### src/rtl/map_probe_pkg.sv
// Shared types for the map probe scheduler: FSM states, probe directions,
// hit-flag bit positions and the per-character collision bundle.
package map_probe_pkg;

  typedef enum logic [1:0] {IDLE, ISSUE, DRAIN, DONE} state_t;

  typedef enum logic [1:0] {DIR_UP, DIR_DOWN, DIR_LEFT, DIR_RIGHT} dir_t;

  localparam int FLAG_UP    = 0;
  localparam int FLAG_DOWN  = 1;
  localparam int FLAG_LEFT  = 2;
  localparam int FLAG_RIGHT = 3;

  typedef struct packed {
    logic [3:0] flags;
    logic [9:0] bias_up;
    logic [9:0] bias_down;
    logic [9:0] bias_left;
    logic [9:0] bias_right;
  } probe_bundle_t;

endpackage

### src/rtl/probe_tag_pipe.sv
// Delays the {valid, dir} tag of each issued probe by the map read latency
// so returning results can be steered into the right flag/bias slot.
module probe_tag_pipe #(
  parameter int LAT = 1
) (
  input  logic       clk_i,
  input  logic       rst_ni,
  input  logic       valid_i,
  input  logic [1:0] dir_i,
  output logic       valid_o,
  output logic [1:0] dir_o
);

  logic [LAT-1:0] valid_q;
  logic [1:0]     dir_q [LAT];

  always_ff @(posedge clk_i or negedge rst_ni) begin
    if (!rst_ni) begin
      valid_q <= '0;
      for (int i = 0; i < LAT; i++) dir_q[i] <= '0;
    end else begin
      valid_q[0] <= valid_i;
      dir_q[0]   <= dir_i;
      for (int i = 1; i < LAT; i++) begin
        valid_q[i] <= valid_q[i-1];
        dir_q[i]   <= dir_q[i-1];
      end
    end
  end

  assign valid_o = valid_q[LAT-1];
  assign dir_o   = dir_q[LAT-1];

endmodule

### src/rtl/map_probe_scheduler.sv
// Time-shares one wall-map lookup port between the two characters: round-robin
// grant, four back-to-back edge probes, atomic per-character result bundles.
module map_probe_scheduler
  import map_probe_pkg::*;
#(
  parameter int X_SIZE  = 30,
  parameter int Y_SIZE  = 30,
  parameter int MAP_LAT = 1
) (
  input  logic       Clk,
  input  logic       Reset_n,
  input  logic [1:0] req,
  input  logic [9:0] pos_x0,
  input  logic [9:0] pos_y0,
  input  logic [9:0] pos_x1,
  input  logic [9:0] pos_y1,
  output logic       map_valid,
  output logic [9:0] map_x,
  output logic [9:0] map_y,
  input  logic       map_is_wall,
  input  logic [9:0] map_x_bias,
  input  logic [9:0] map_y_bias,
  output logic [1:0] done,
  output logic [3:0] wall0,
  output logic [3:0] wall1,
  output logic [9:0] bias_up0,
  output logic [9:0] bias_up1,
  output logic [9:0] bias_down0,
  output logic [9:0] bias_down1,
  output logic [9:0] bias_left0,
  output logic [9:0] bias_left1,
  output logic [9:0] bias_right0,
  output logic [9:0] bias_right1,
  output logic       busy,
  output logic [1:0] overrun
);

  state_t        state_q, state_d;
  dir_t          dir_q, dir_d;
  logic          grant_q, grant_d;
  logic          last_grant_q, last_grant_d;
  logic [1:0]    pending_q, pending_d;
  logic [9:0]    pos_x_q [2];
  logic [9:0]    pos_y_q [2];
  probe_bundle_t shadow_q, shadow_d;
  probe_bundle_t bundle_q [2];
  logic [1:0]    done_q, overrun_q;

  logic       serving;
  logic [1:0] accept, eff_pending;
  logic       pick, start, load_out;
  logic       tag_valid;
  logic [1:0] tag_dir_raw;
  dir_t       tag_dir;
  logic [9:0] cx, cy;
  logic [9:0] hit_bias_x, hit_bias_y;

  // The character currently being probed cannot queue a second request;
  // it becomes eligible again in its own DONE cycle.
  assign serving     = (state_q == ISSUE) || (state_q == DRAIN);
  assign accept[0]   = req[0] & ~pending_q[0] & ~(serving & ~grant_q);
  assign accept[1]   = req[1] & ~pending_q[1] & ~(serving & grant_q);
  assign eff_pending = pending_q | accept;
  assign pick        = (&eff_pending) ? ~last_grant_q : eff_pending[1];

  assign tag_dir    = dir_t'(tag_dir_raw);
  assign hit_bias_x = map_is_wall ? map_x_bias : 10'd0;
  assign hit_bias_y = map_is_wall ? map_y_bias : 10'd0;

  always_comb begin
    state_d      = state_q;
    dir_d        = dir_q;
    grant_d      = grant_q;
    last_grant_d = last_grant_q;
    pending_d    = eff_pending;
    shadow_d     = shadow_q;
    start        = 1'b0;
    load_out     = 1'b0;

    if (tag_valid) begin
      case (tag_dir)
        DIR_UP: begin
          shadow_d.flags[FLAG_UP] = map_is_wall;
          shadow_d.bias_up        = hit_bias_y;
        end
        DIR_DOWN: begin
          shadow_d.flags[FLAG_DOWN] = map_is_wall;
          shadow_d.bias_down        = hit_bias_y;
        end
        DIR_LEFT: begin
          shadow_d.flags[FLAG_LEFT] = map_is_wall;
          shadow_d.bias_left        = hit_bias_x;
        end
        default: begin
          shadow_d.flags[FLAG_RIGHT] = map_is_wall;
          shadow_d.bias_right        = hit_bias_x;
        end
      endcase
    end

    case (state_q)
      IDLE:  start = |eff_pending;
      ISSUE: begin
        dir_d = dir_t'(dir_q + 2'd1);
        if (dir_q == DIR_RIGHT) state_d = DRAIN;
      end
      DRAIN: begin
        if (tag_valid && tag_dir == DIR_RIGHT) begin
          state_d  = DONE;
          load_out = 1'b1;
        end
      end
      DONE: begin
        start = |eff_pending;
        if (!start) state_d = IDLE;
      end
      default: state_d = IDLE;
    endcase

    if (start) begin
      state_d         = ISSUE;
      dir_d           = DIR_UP;
      grant_d         = pick;
      last_grant_d    = pick;
      pending_d[pick] = 1'b0;
    end
  end

  assign cx = grant_q ? pos_x_q[1] : pos_x_q[0];
  assign cy = grant_q ? pos_y_q[1] : pos_y_q[0];

  // Coordinates wrap modulo 1024 by plain 10-bit arithmetic.
  always_comb begin
    map_x = cx;
    map_y = cy;
    case (dir_q)
      DIR_UP:    map_y = cy - 10'(Y_SIZE);
      DIR_DOWN:  map_y = cy + 10'(Y_SIZE);
      DIR_LEFT:  map_x = cx - 10'(X_SIZE);
      default:   map_x = cx + 10'(X_SIZE);
    endcase
  end

  assign map_valid = (state_q == ISSUE);

  always_ff @(posedge Clk or negedge Reset_n) begin
    if (!Reset_n) begin
      state_q      <= IDLE;
      dir_q        <= DIR_UP;
      grant_q      <= 1'b0;
      last_grant_q <= 1'b1;
      pending_q    <= 2'b00;
      shadow_q     <= '0;
      done_q       <= 2'b00;
      overrun_q    <= 2'b00;
    end else begin
      state_q      <= state_d;
      dir_q        <= dir_d;
      grant_q      <= grant_d;
      last_grant_q <= last_grant_d;
      pending_q    <= pending_d;
      shadow_q     <= shadow_d;
      done_q       <= load_out ? {grant_q, ~grant_q} : 2'b00;
      overrun_q    <= req & ~accept;
    end
  end

  // Output bundles load with the final result merged in, so done and data
  // become visible together and hold until the next service.
  always_ff @(posedge Clk or negedge Reset_n) begin
    if (!Reset_n) begin
      for (int k = 0; k < 2; k++) begin
        pos_x_q[k]  <= '0;
        pos_y_q[k]  <= '0;
        bundle_q[k] <= '0;
      end
    end else begin
      if (accept[0]) begin
        pos_x_q[0] <= pos_x0;
        pos_y_q[0] <= pos_y0;
      end
      if (accept[1]) begin
        pos_x_q[1] <= pos_x1;
        pos_y_q[1] <= pos_y1;
      end
      if (load_out) bundle_q[grant_q] <= shadow_d;
    end
  end

  probe_tag_pipe #(
    .LAT(MAP_LAT)
  ) u_tag_pipe (
    .clk_i  (Clk),
    .rst_ni (Reset_n),
    .valid_i(map_valid),
    .dir_i  (dir_q),
    .valid_o(tag_valid),
    .dir_o  (tag_dir_raw)
  );

  assign done        = done_q;
  assign overrun     = overrun_q;
  assign busy        = (state_q != IDLE);
  assign wall0       = bundle_q[0].flags;
  assign wall1       = bundle_q[1].flags;
  assign bias_up0    = bundle_q[0].bias_up;
  assign bias_up1    = bundle_q[1].bias_up;
  assign bias_down0  = bundle_q[0].bias_down;
  assign bias_down1  = bundle_q[1].bias_down;
  assign bias_left0  = bundle_q[0].bias_left;
  assign bias_left1  = bundle_q[1].bias_left;
  assign bias_right0 = bundle_q[0].bias_right;
  assign bias_right1 = bundle_q[1].bias_right;

endmodule

### config.mk
export PLATFORM = sky130hd
export DESIGN_NAME = map_probe_scheduler
export DESIGN_NICKNAME = d
export VERILOG_FILES = /design/src/rtl/map_probe_pkg.sv /design/src/rtl/probe_tag_pipe.sv /design/src/rtl/map_probe_scheduler.sv
export SDC_FILE = /design/constraint.sdc
export NUM_CORES = 1
export LEC_CHECK = 0
export BUFFER_PORTS_ARGS = -buffer_cell sky130_fd_sc_hd__buf_2
export CORE_ASPECT_RATIO = 0.9
export CORE_UTILIZATION = 49
export DETAILED_ROUTE_END_ITERATION = 10
export HOLD_SLACK_MARGIN = 0.05
export PLACE_DENSITY = 0.78
export SLEW_MARGIN = 25
export SYNTH_ARGS = -nofsm -noshare
export SYNTH_HDL_FRONTEND = slang
export SYNTH_SLANG_ARGS = --single-unit
export TNS_END_PERCENT = 20
### constraint.sdc
create_clock -name Clk -period 3 [get_ports Clk]
set_input_delay 0.15 -clock Clk [delete_from_list [all_inputs] [get_ports Clk]]
set_output_delay 0.15 -clock Clk [all_outputs]
set_load 0.1 [all_outputs]
After elaboration in Yosys (flattened, before gate mapping)
Cells that the tools add are included.
Widths: inputs -> output; s select.
{"block": "totals", "wordCells": 115, "out_inout_bits": 114, "ff_bits": 187, "inputBits": 65}
{"block": "classes", "muxes": 32, "n_reduce_logical": 16, "addsub": 5, "order_cmp": 4, "eq_ne": 12, "bitwise": 18}
{"op": "$bwmux 88", "n": 1}
{"op": "$mux 44", "n": 2}
{"op": "$mux 10", "n": 7}
{"op": "$demux 44 s1", "n": 1}
{"op": "$pmux 10 s2", "n": 2}
{"op": "$add 10x5->10 const B", "n": 2}
{"op": "$sub 10x5->10 const B", "n": 2}
{"op": "$mux 2", "n": 8}
{"op": "$eq 2x2->1 const B", "n": 6}
{"op": "$mux 11", "n": 1}
{"op": "$mux 1", "n": 8}
{"op": "$and 1x1->1", "n": 6}
{"op": "$eq 2x1->1 const B", "n": 3}
{"op": "$logic_not 2->1", "n": 3}
{"op": "$ne 3x3->1 const B", "n": 2}
{"op": "$not 1->1", "n": 6}
{"op": "$pmux 2 s3", "n": 1}
{"op": "$reduce_or 2->1", "n": 3}
{"op": "$and 2x2->2", "n": 2}
{"op": "$not 2->2", "n": 2}
{"op": "$reduce_and 4->1", "n": 1}
{"op": "$reduce_bool 2->1", "n": 2}
{"op": "$reduce_bool 4->1", "n": 1}
{"op": "$logic_and 1x1->1", "n": 3}
{"op": "other kinds (12)", "n": 12}

Logic depth before layout (Yosys ltp)
Gate-level depths: netlist of the first run.
{"block": "depth", "word_depth": 15, "depth_mapped": 12, "depth_no_buf": 11}

Hierarchy
Synthesis of the first run repeated with hierarchy kept, for this count alone.
{"block": "hier_totals", "hier_cells": 843, "area_unflattened_um2": 8413.1}
{"module": "map_probe_scheduler", "area_each_um2": 8338.0, "instances": 1, "seq_area_each_um2": 4605.7, "cells_per_inst": 840}
{"module": "probe_tag_pipe", "area_each_um2": 75.1, "instances": 1, "seq_area_each_um2": 75.1, "cells_per_inst": 3}

Least setup slack after synthesis of the first run
Ideal clock, no wire load.
{"block": "synth_timing", "path_type": "register to output", "from": "register grant_q", "to": "output port map_x[6]", "path_buffers": 4, "t_required_ns": 2.850, "stages_incl_launch_ff": 10, "arrival_ns": 5.208, "setup_slack_ns": -2.358, "cell_sequence": "dfrtp_1 buf_4 buf_2 buf_2 buf_1 mux2_2 ha_1 a21oi_1 nor2b_1 o41ai_1"}
{"block": "synth_between", "elab_chain_len": 3, "word_cells_on_any_way": 4, "cone_classes": "add/sub (2); mux (2)"}
{"item": "start: declaration", "line": "map_probe_scheduler.sv:40", "rtl": "logic grant_q, grant_d;"}
{"item": "start signal: assignment", "line": "map_probe_scheduler.sv:159", "rtl": "grant_q <= grant_d;"}
{"item": "$mux 10 (*)", "line": "map_probe_scheduler.sv:129", "rtl": "assign cx = grant_q ? pos_x_q[1] : pos_x_q[0];"}
{"item": "$add 10x5->10 or $sub 10x5->10 (tied branches)", "line": "map_probe_scheduler.sv:140, map_probe_scheduler.sv:139"}
{"item": "$pmux 10 s2 (*)", "line": "map_probe_scheduler.sv:136", "rtl": "case (dir_q)"}
{"item": "end: declaration", "line": "map_probe_scheduler.sv:18", "rtl": "output logic [9:0] map_x,"}
Mark *: on every way between the ends. The rest lies on a longest branch, timed or not.

Worst setup path after layout of the first run
{"block": "layout_timing", "from": "register grant_q", "to": "output port map_x[9]"}
Same word-level chain as after synthesis.

==> summary.md, run 1 <==
| Metric | Value |
|---|---|
| Worst Setup Start Kind | flop |
| Slowest CP cell | dfrtp_2 |
| Clock transition at path regs | 80 ps |
| Fillers | 1234 |
| Share of post-route cells with drive strength above 1 | 34.0% |
| Crit-path max cell delay | 440 ps |
| Reg2Reg Setup Slack | 930 ps |
| Final setup violation count | 7 |
| Rows | 45 |
| CP Class | reg2out |
| Final Max Slew Viols | 0 |
| All-Layer GR Usage | 26.1% |
| EDFF count, synth | 0 |
| Worst path required time | 2850 ps |
| Failing checks | setup timing |
| WL per Instance | 17.1 um |
| Largest net degree at the start of global routing | 90 |
| Antenna Nets Post-Route | 0 |
| WP data arrival | 3100 ps |
| Mean post-synth cell area | 9.98 um2 |
| Hold Vio Cnt, Final | 0 |
| Syn. warnings | 0 |
| Clock Path Buffers | 2 |
| Hold WC Path Type | in2reg |
| Depth of the worst register-to-register path | 7 |
| Pre-antenna DRT Iters | 5 |
| Top cells by area, synth | dfrtp_1, mux2_2, a21oi_1 |
| Status | finished with violations |
| Final Wtd Congestion | 0.879 |
| Post-synth top cells | dfrtp_1, nor2_1, a21oi_1, nand2_1, inv_1 |
| Synth top area share | 55.3% |
| Endpoint, Worst Hold | shadow_q[9] |
| Seq/Total Area, Yosys | 55.6% |
| Crit path buf inv count | 5 |
| R2r startpoint | state_q[1] |
| Synthesis-to-layout area growth | 37.7% |
| Fin crit period | 3250 ps |
| Worst skew pair latency | 440 ps |
| Worst-Margin Slew | 902 ps |
| Critical path cell sequence | buf_12, buf_12, nand2_1, o21ai_2, ha_2, inv_2, o311a_1, a311oi_2, buf_4, o41ai_4, mux2i_2, xor2_2, buf_12 |
| Final HPWL DP | 14200 um |
| Most used cell, CP | buf_12 |
| Crit. End Element | primary output |
| Yosys cell types | 55 |
| Initial antenna violation count | 1 |
| Place WS | -25.5 ps |
| Routed wire length | 22500 um |
| Dominant cell type by area after synthesis | dfrtp_1 |
| Most frequent cell after synthesis | dfrtp_1 |
| H-tree levels | 4 |
| Async SR Flop Fraction | 100% |
| Clk sinks | 187 |
| Chip height | 126 um |
| Relative slew slack | 39.7% |
| Max Freq | 0.308 GHz |
| Synth Net Count | 927 |
| Skew final | 14.0 ps |
| Setup TNS | -1370 ps |
| CTS tree | built |
| Die area | 17700 um2 |
| Port Buffer Count | 178 |
| CP startpoint | grant_q |
| Initial core utilization | 50.0% |
| Die X | 140 um |
| Most used DFF post-synth | dfrtp_1 |
| Worst Hold Depth | 5 |
| CP top delay family | buffers and inverters |
| Post-Syn Area | 8410 um2 |
| Clk root buf | clkbuf_16 |
| Post-Synthesis Cells | 843 |
| Min-delay src | map_x_bias[9] |
| Max-cap violations | 0 |
| TritonCTS Buffers | 17 |
| I/O pin cnt | 179 |
| GR Overflow Total | 0 |
| Nets@finish | 1173 |
| First-pass GRT wire length | 35900 um |
| Drt initial violations | 509 |
| CP max FO | 11 |
| Number of synthesized register bits | 187 |
| Fin Hold WS | 62.4 ps |
| Worst r2r dst | pos_x_q[5] |
| Core Region | 16800 um2 |
| Fin crit share | 108% |
| Remaining DRCs | 0 |
| Total number of vias | 7048 |
| RSZ-0062 raised after global routing | true |
| Vias in the first global route | 7096 |
| DR vias/cell | 5.36 |
| Worst setup margin | -251 ps |
[cell families after synthesis]
logic type | synth area share [%]
simple gates | 12.2
compound gates | 13.0
flops | 55.6
buf+inv | 4.83
mux | 9.29
xor+xnor | 2.19
fa+ha+maj | 2.83
[routing by layer]
| metal | vias up | track usage [%] | part of all wire [%] |
|---|---|---|---|
| li1 | 3319 | - | - |
| met3 | 58 | 6.83 | 5.6 |
| met1 | 3407 | 33.3 | 42 |
| met4 | 0 | 10.8 | 3.3 |
| met5 | - | 0 | 0 |
| met2 | 264 | 42.5 | 49 |
[sequential cells by signal, indices dropped and copies added, names as in the netlist, 10 cells and up]
name and cells:
bias_up0 10, bias_right0 10, bias_up1 10, shadow_q 44, bias_left0 10, bias_right1 10, bias_down1 10, pos_y_q 20
bias_left1 10, pos_x_q 20, bias_down0 10
[worst reg2reg max path, cell delays in order (launching register included)]
cell and delay, ps:
dfrtp_1 420, inv_1 110, ha_1 390, nand2_1 150
nand2_1 80, nor2_2 70, buf_4 330, mux2_2 400
[stage by stage]
stage          utilization, %  instances  area, um2
2_1_floorplan               -        843       8530
6_report                 68.8       1315      11600
4_1_cts                  67.7       1305      11400
3_5_place_dp             59.6       1220      10000
5_1_grt                  68.8       1313      11600
3_3_place_gp             59.6       1220      10000
[repair_timing]
item	CTS	global route
pin swaps	11	16
hold buffers	43	0
endpoints found under the setup margin	9	9
buffers inserted	9	8
gates cloned	1	0
endpoints found under the hold margin	127	0
gates resized for setup	38	24
[cell type report]
cell class                 instances  area, um2  share of cell area (%)
tap                              211        264                    2.28
sequential                       187       4680                    40.4
clock inverter                    15        216                    1.87
timing repair buffer             271       2020                    17.4
inverter                          62        233                    2.01
antenna                            2       5.00                  0.0432
multi-input combinational        550       3750                    32.3
clock buffer                      17        425                    3.67
[worst max path at each step]
stage,end,cells after the start
3_5_place_dp,map_y[7],10
6_report,map_x[9],13
2_1_floorplan,map_x[7],11
3_3_place_gp,map_y[7],10
5_1_grt,map_x[8],10
4_1_cts,map_x[7],9
[cells in the final DEF, fill, tap and decap left out, types with 4 or more instances in the layout]
cell and count:
dfrtp_1 184, buf_2 161, nor2_1 114, a21oi_1 96
nand2_1 87, inv_1 57, o21ai_0 56, mux2_2 47
buf_4 45, dlygate4sd3_1 43, buf_12 20, clkbuf_16 17
xnor2_1 12, mux2i_1 11, ha_1 9, ha_4 8
nand3_1 6, inv_12 6, nor2b_1 5, inv_2 5
a21oi_2 5, xor2_1 4, or2_2 4, nor3_1 4
a22oi_1 4, inv_8 4, clkinv_8 4
Power of run 1 is left out: the tool's default activity adds up to more than one toggle a clock period on the data nets, which glitch-free logic cannot reach.
==> inputs of run 2 (changes only) <==
--- a/config.mk
+++ b/config.mk
@@ -7,10 +7,10 @@
 export LEC_CHECK = 0
 export BUFFER_PORTS_ARGS = -buffer_cell sky130_fd_sc_hd__buf_2
 export CORE_ASPECT_RATIO = 0.9
-export CORE_UTILIZATION = 49
+export CORE_UTILIZATION = 55
 export DETAILED_ROUTE_END_ITERATION = 10
 export HOLD_SLACK_MARGIN = 0.05
-export PLACE_DENSITY = 0.78
+export PLACE_DENSITY = 0.82
 export SLEW_MARGIN = 25
 export SYNTH_ARGS = -nofsm -noshare
 export SYNTH_HDL_FRONTEND = slang
==> constraint.sdc (replaced) <==
create_clock -name Clk -period 3.2 [get_ports Clk]
set_input_delay 0.16 -clock Clk [delete_from_list [all_inputs] [get_ports Clk]]
set_output_delay 0.16 -clock Clk [all_outputs]
set_load 0.1 [all_outputs]
==> run 2 against run 1 <==
- critical endpoint unchanged
- routed wire length shrank 4.1%
- register-to-register slack improved by 230 ps
- sequential cell count did not move
- the run still ends with setup timing left
- clock skew down 6.7 ps
- setup slack improved by 140 ps
- die area decreased by 11%
- count of clock-buffer cells in the layout unchanged
- non-clock buffer count fell by 18
- global-route usage up 2.3 points
==> summary.md, run 2 (same netlist as run 1, synthesis figures left out) <==
| Metric | Value |
|---|---|
| Status | finished with violations (unchanged) |
| Failing checks | setup timing (unchanged) |
| Die area | 15800 um2 (was 17700 um2) |
| Remaining DRCs | 0 (unchanged) |
| Clock Path Buffers | 2 (unchanged) |
| Commonest non-fill, non-tap cell in the layout | dfrtp_1 (unchanged) |
| Depth of the worst register-to-register path | 7 (unchanged) |
| Max-cap violations | 0 (unchanged) |
| Most frequent cells in the layout | dfrtp_1, buf_2, nor2_1 (unchanged) |
| Crit. End Element | primary output (unchanged) |
| Pre-antenna DRT Iters | 6 (was 5) |
| Initial core utilization | 56.8% (was 50.0%) |
| Port Buffer Count | 178 (unchanged) |
| Reg2Reg Setup Slack | 1160 ps (was 930 ps) |
| CP max FO | 12 (was 11) |
| Endpoint, Worst Hold | shadow_q[7] (was shadow_q[9]) |
| Worst r2r dst | pos_y_q[9] (was pos_x_q[5]) |
| Rows | 42 (was 45) |
| Vias in the first global route | 7026 (was 7096) |
| Worst Hold Depth | 5 (unchanged) |
| Largest registers | shadow_q (44), pos_x_q (20), pos_y_q (20) (unchanged) |
| H-tree levels | 4 (unchanged) |
| Max Freq | 0.302 GHz |
| Most used cell, CP | buf_12 (unchanged) |
| WL per Instance | 16.9 um (was 17.1 um) |
| Fin crit period | 3310 ps |
| Final Max Slew Viols | 0 (unchanged) |
| TritonCTS Buffers | 17 (unchanged) |
| Core Region | 14800 um2 (was 16800 um2) |
| Total number of vias | 7070 (was 7048) |
| Routed wire length | 21600 um (was 22500 um) |
| Critical path cell sequence | buf_12, mux2i_4, xnor2_1, ha_2, inv_2, o311a_1, a311oi_2, buf_4, o41ai_4, mux2i_2, xor2_2, buf_12 (was buf_12, buf_12, nand2_1, o21ai_2, ha_2, inv_2, o311a_1, a311oi_2, buf_4, o41ai_4, mux2i_2, xor2_2, buf_12) |
| Drt initial violations | 571 (was 509) |
| All-Layer GR Usage | 28.4% (was 26.1%) |
| Min-delay src | map_x_bias[7] (was map_x_bias[9]) |
| Worst path required time | 3040 ps (was 2850 ps) |
| Synthesis-to-layout area growth | 34.1% (was 37.7%) |
| Hold WC Path Type | in2reg (unchanged) |
| Largest register FFs | 44 (unchanged) |
| Die X | 132 um (was 140 um) |
| RSZ-0062 raised after global routing | true (unchanged) |
| Worst Setup Start Kind | flop (unchanged) |
| Final setup violation count | 3 (was 7) |
| Chip height | 119 um (was 126 um) |
| Largest net degree at the start of global routing | 94 (was 90) |
| Antenna Nets Post-Route | 0 (unchanged) |
| Skew final | 7.27 ps (was 14.0 ps) |
| Nets@finish | 1155 (was 1173) |
| Final HPWL DP | 13400 um (was 14200 um) |
| Worst setup margin | -110 ps (was -251 ps) |
| Initial antenna violation count | 2 (was 1) |
| Hold Vio Cnt, Final | 0 (unchanged) |
| Final core occ | 76.1% (was 68.8%) |
| Clk sinks | 187 (unchanged) |
| First-pass GRT wire length | 35000 um (was 35900 um) |
| Clk root buf | clkbuf_16 (unchanged) |
| CTS tree | built (unchanged) |
| Fin crit share | 103% |
| Relative slew slack | 44.6% (was 39.7%) |
| Slowest CP cell | dfrtp_2 (unchanged) |
| Biggest register | shadow_q (unchanged) |
| Share of post-route cells with drive strength above 1 | 31.9% (was 34.0%) |
| Worst-Margin Slew | 828 ps (was 902 ps) |
| R2r startpoint | state_q[1] (unchanged) |
| Crit-path max cell delay | 440 ps (about the same) |
| Clock transition at path regs | 70 ps (was 80 ps) |
| WP data arrival | 3150 ps (was 3100 ps) |
| GR Overflow Total | 0 (unchanged) |
| Worst skew pair latency | 420 ps (was 440 ps) |
| I/O pin cnt | 179 (unchanged) |
| CP Class | reg2out (unchanged) |
| Fin Hold WS | 102 ps (was 62.4 ps) |
| Final Wtd Congestion | 0.943 (was 0.879) |
| DR vias/cell | 5.52 (was 5.36) |
[run 2: changes by cell type in the layout (fill, tap and decap cells not counted), sizes merged]
cell,delta
buf,-19
bufbuf,+1
bufinv,+3
clkinvlp,+1
inv,-7
[run 2: timing repair]
| item | in CTS | in global routing |
|---|---|---|
| pin swaps | 10 | 6 |
| hold buffers | 43 | 0 |
| gates cloned | 1 | 0 |
| setup endpoints to repair | 5 | 6 |
| endpoints found under the hold margin | 133 | 0 |
| setup buffers | 8 | 5 |
| resized for setup | 27 | 17 |
[run 2: final cells by class]
| type | instances | area (um2) |
|---|---|---|
| flip-flops and latches | 187 | 4680 |
| multi-input cells | 550 | 3650 |
| fillers | 979 | 3540 |
| repair buffers | 253 | 1860 |
| clock buffers | 17 | 425 |
| well taps | 198 | 248 |
| inverters | 62 | 241 |
| clock inverters | 12 | 166 |
| diodes | 2 | 5.00 |
[run 2: how the worst max path moves through the flow]
stage | endpoint | cells after the start | slack [ps] | start
after floorplan | map_x[7] | 11 | -340 | grant_q
after global placement | map_x[7] | 11 | 200 | dir_q[0]
after detailed placement | map_y[7] | 10 | 150 | grant_q
after CTS | map_x[7] | 9 | -100 | grant_q
after global routing | map_x[9] | 12 | -240 | grant_q
final | map_x[9] | 12 | -110 | grant_q
[run 2: metrics by stage]
step	std cells	cell area (um2)	setup TNS, ps	setup slack [ps]
detailed placement	1193	9900	0	153
CTS	1274	11200	-182	-96.8
finish	1281	11300	-256	-110
global placement	1193	9900	0	204
floorplan	843	8530	-2790	-344
global route	1281	11300	-791	-236
[run 2: worst max-delay path: cells and delay by family, from the launching register on]
kind	cells	cell delay, ps
buffers and inverters	4	610
AO/OA/AOI/OAI	3	580
multiplexers	2	510
flip-flops	1	440
XOR/XNOR	2	380
adder cells (fa/ha/maj)	1	200
[run 2: per-layer routing]
layer | vias up | track usage (%) | share of wire [%]
li1 | 3279 | - | -
met1 | 3452 | 37.0 | 42
met2 | 289 | 46.6 | 50
met5 | - | 0 | 0
met3 | 50 | 6.13 | 5.9
met4 | 0 | 10.8 | 2.8
Power of run 2 is left out for the same reason.
==> inputs of run 3 (changes only) <==
--- a/config.mk
+++ b/config.mk
@@ -11,6 +11,7 @@
 export DETAILED_ROUTE_END_ITERATION = 10
 export HOLD_SLACK_MARGIN = 0.05
 export PLACE_DENSITY = 0.82
+export SKIP_LAST_GASP = 1
 export SLEW_MARGIN = 25
 export SYNTH_ARGS = -nofsm -noshare
 export SYNTH_HDL_FRONTEND = slang
==> run 3 against run 2 <==
- the flow still finishes with violations (setup timing)
- non-clock buffer count grew 1
- clock skew about the same
- core utilization increased by 0.37 points
- final area rose by 0.49%
- highest routed layer unchanged
- largest cell class unchanged
- count of clock-buffer cells in the layout did not move
==> summary.md, run 3 (same netlist as run 1, synthesis figures left out) <==
| Metric | Value |
|---|---|
| Status | finished with violations (unchanged) |
| Failing checks | setup timing (unchanged) |
| Rows | 42 (unchanged) |
| DR vias/cell | 5.54 (was 5.52) |
| Routed length on met3 | 1240 um (was 1280 um) |
| CP max FO | 6 (was 12) |
| Initial antenna violation count | 0 (was 2) |
| First-pass GRT wire length | 34600 um (was 35000 um) |
| Max-cap violations | 0 (unchanged) |
| R2r startpoint | grant_q (was state_q[1]) |
| GR Overflow Total | 0 (unchanged) |
| Final setup violation count | 6 (was 3) |
| Worst Setup Start Kind | flop (unchanged) |
| Clock Path Buffers | 2 (unchanged) |
| Nets@finish | 1156 (was 1155) |
| Clk sinks | 187 (unchanged) |
| Initial core utilization | 56.8% (unchanged) |
| Post-Layout Cell Count | 1280 (was 1281) |
| Core Region | 14800 um2 (unchanged) |
| CP startpoint | grant_q (unchanged) |
| CP top delay family | compound AO/OA/AOI/OAI gates (was buffers and inverters) |
| Remaining DRCs | 0 (unchanged) |
| Total number of vias | 7086 (was 7070) |
| Antenna fix cells | 0 (was 2) |
| Vias in the first global route | 6968 (was 7026) |
| Hold Vio Cnt, Final | 0 (unchanged) |
| Fin crit period | 3390 ps (was 3310 ps) |
| Final Wtd Congestion | 0.943 (unchanged) |
| Chip height | 119 um (unchanged) |
| Largest net degree at the start of global routing | 94 (unchanged) |
| Fin crit share | 106% (was 103%) |
| Max Freq | 0.295 GHz (was 0.302 GHz) |
| Design Area, Final | 11300 um2 (about the same) |
| M1 WL | 9310 um (was 9000 um) |
| TritonCTS Buffers | 17 (unchanged) |
| WL per Instance | 17.3 um (was 16.9 um) |
| Synthesis-to-layout area growth | 34.7% (was 34.1%) |
| Routed wire length | 22100 um (was 21600 um) |
| Commonest non-fill, non-tap cell in the layout | dfrtp_1 (unchanged) |
| CTS tree | built (unchanged) |
| Hold WC Path Type | in2reg (unchanged) |
| WP data arrival | 3230 ps (was 3150 ps) |
| Crit. End Element | primary output (unchanged) |
| Relative slew slack | 45.8% (was 44.6%) |
| Largest register FFs | 44 (unchanged) |
| Antenna Nets Post-Route | 0 (unchanged) |
| Biggest register | shadow_q (unchanged) |
| RSZ-0062 raised after global routing | true (unchanged) |
| Worst-Margin Slew | 811 ps (was 828 ps) |
| Worst path required time | 3040 ps (about the same) |
| Clock transition at path regs | 70 ps (about the same) |
| Critical path cell sequence | clkbuf_16, o21ai_0, ha_2, inv_2, o311a_4, a311oi_4, o21ai_2, mux4_2, nor3_4, buf_12 (was buf_12, mux2i_4, xnor2_1, ha_2, inv_2, o311a_1, a311oi_2, buf_4, o41ai_4, mux2i_2, xor2_2, buf_12) |
| Place WS | 153 ps (unchanged) |
| Largest registers | shadow_q (44), pos_x_q (20), pos_y_q (20) (unchanged) |
| Slowest CP cell | dfrtp_2 (unchanged) |
| Share of post-route cells with drive strength above 1 | 32.3% (was 31.9%) |
| Top layer in use | met4 (unchanged) |
| Die X | 132 um (unchanged) |
| Final Max Slew Viols | 0 (unchanged) |
| Met2 WL post-DR | 10900 um (was 10700 um) |
| Skew final | 7.71 ps (was 7.27 ps) |
| Port Buffer Count | 178 (unchanged) |
| Worst setup margin | -189 ps (was -110 ps) |
| Pre-antenna DRT Iters | 5 (was 6) |
| Placed Cells | 1193 (unchanged) |
| Crit-path max cell delay | 470 ps (was 440 ps) |
| Min-delay src | map_x_bias[7] (unchanged) |
| Die area | 15800 um2 (unchanged) |
| Placed inst area | 9900 um2 (unchanged) |
| H-tree levels | 4 (unchanged) |
| CP Class | reg2out (unchanged) |
| I/O pin cnt | 179 (unchanged) |
| Worst skew pair latency | 430 ps (was 420 ps) |
| Crit path buf inv count | 3 (was 4) |
| Final HPWL DP | 13400 um (unchanged) |
| Drt initial violations | 572 (was 571) |
| Most frequent cells in the layout | dfrtp_1, buf_2, nor2_1 (unchanged) |
| All-Layer GR Usage | 27.9% (was 28.4%) |
| Clk root buf | clkbuf_16 (unchanged) |
==> run 3: cell count changes in the layout (fill, tap and decap cells not counted), sizes merged <==
cell / delta
clkbuf: +1
diode: -2
==> run 3: area by class of cell <==
cell class | instances | area [um2]
fill | 971 | 3490
clock inverter | 12 | 166
multi-input combinational | 550 | 3690
sequential | 187 | 4680
clock buffer | 17 | 425
tap | 198 | 248
timing repair buffer | 254 | 1880
inverter | 62 | 239
==> run 3: final timing paths <==
| check | to | slack [ps] | depth (start not counted) |
|---|---|---|---|
| setup / recovery | map_x[7] | -190 | 10 |
| hold / removal | shadow_q[7] | 100 | 5 |
| setup reg to reg | pos_y_q[14] | 1140 | 7 |
| hold reg to reg | shadow_q[7] | 480 | 2 |
| max in group asynchronous | shadow_q[24] | 1860 | 3 |
| min in group asynchronous | bias_left0[6] | 350 | 2 |
==> run 3: worst min-delay path: stages <==
cell     delay (ps)
buf_2            70
nand2_1          60
nor2_1           90
a21oi_1          60
inv_1            50
==> run 3: per-layer routing <==
metal	track usage (%)	up-vias
li1	-	3274
met1	36.7	3491
met2	46.1	267
met3	5.45	54
met4	10.3	0
met5	0	-
==> run 3: metrics by stage <==
stage	hold slack (ps)	setup TNS (ps)	util, %
floorplan	-136	-2790	-
global placement	284	0	66.8
detailed placement	283	0	66.8
CTS	86.8	-350	75.1
global route	126	-1150	76.5
finish	102	-595	76.5
==> run 3: timing repair <==
| action | in CTS | in global routing |
|---|---|---|
| buffers inserted | 8 | 5 |
| setup endpoints to repair | 5 | 6 |
| endpoints found under the hold margin | 133 | 0 |
| hold buffers | 43 | 0 |
| cloned | 1 | 1 |
| pin swaps | 8 | 15 |
| gates resized for setup | 23 | 23 |
Power of run 3 is left out for the same reason.
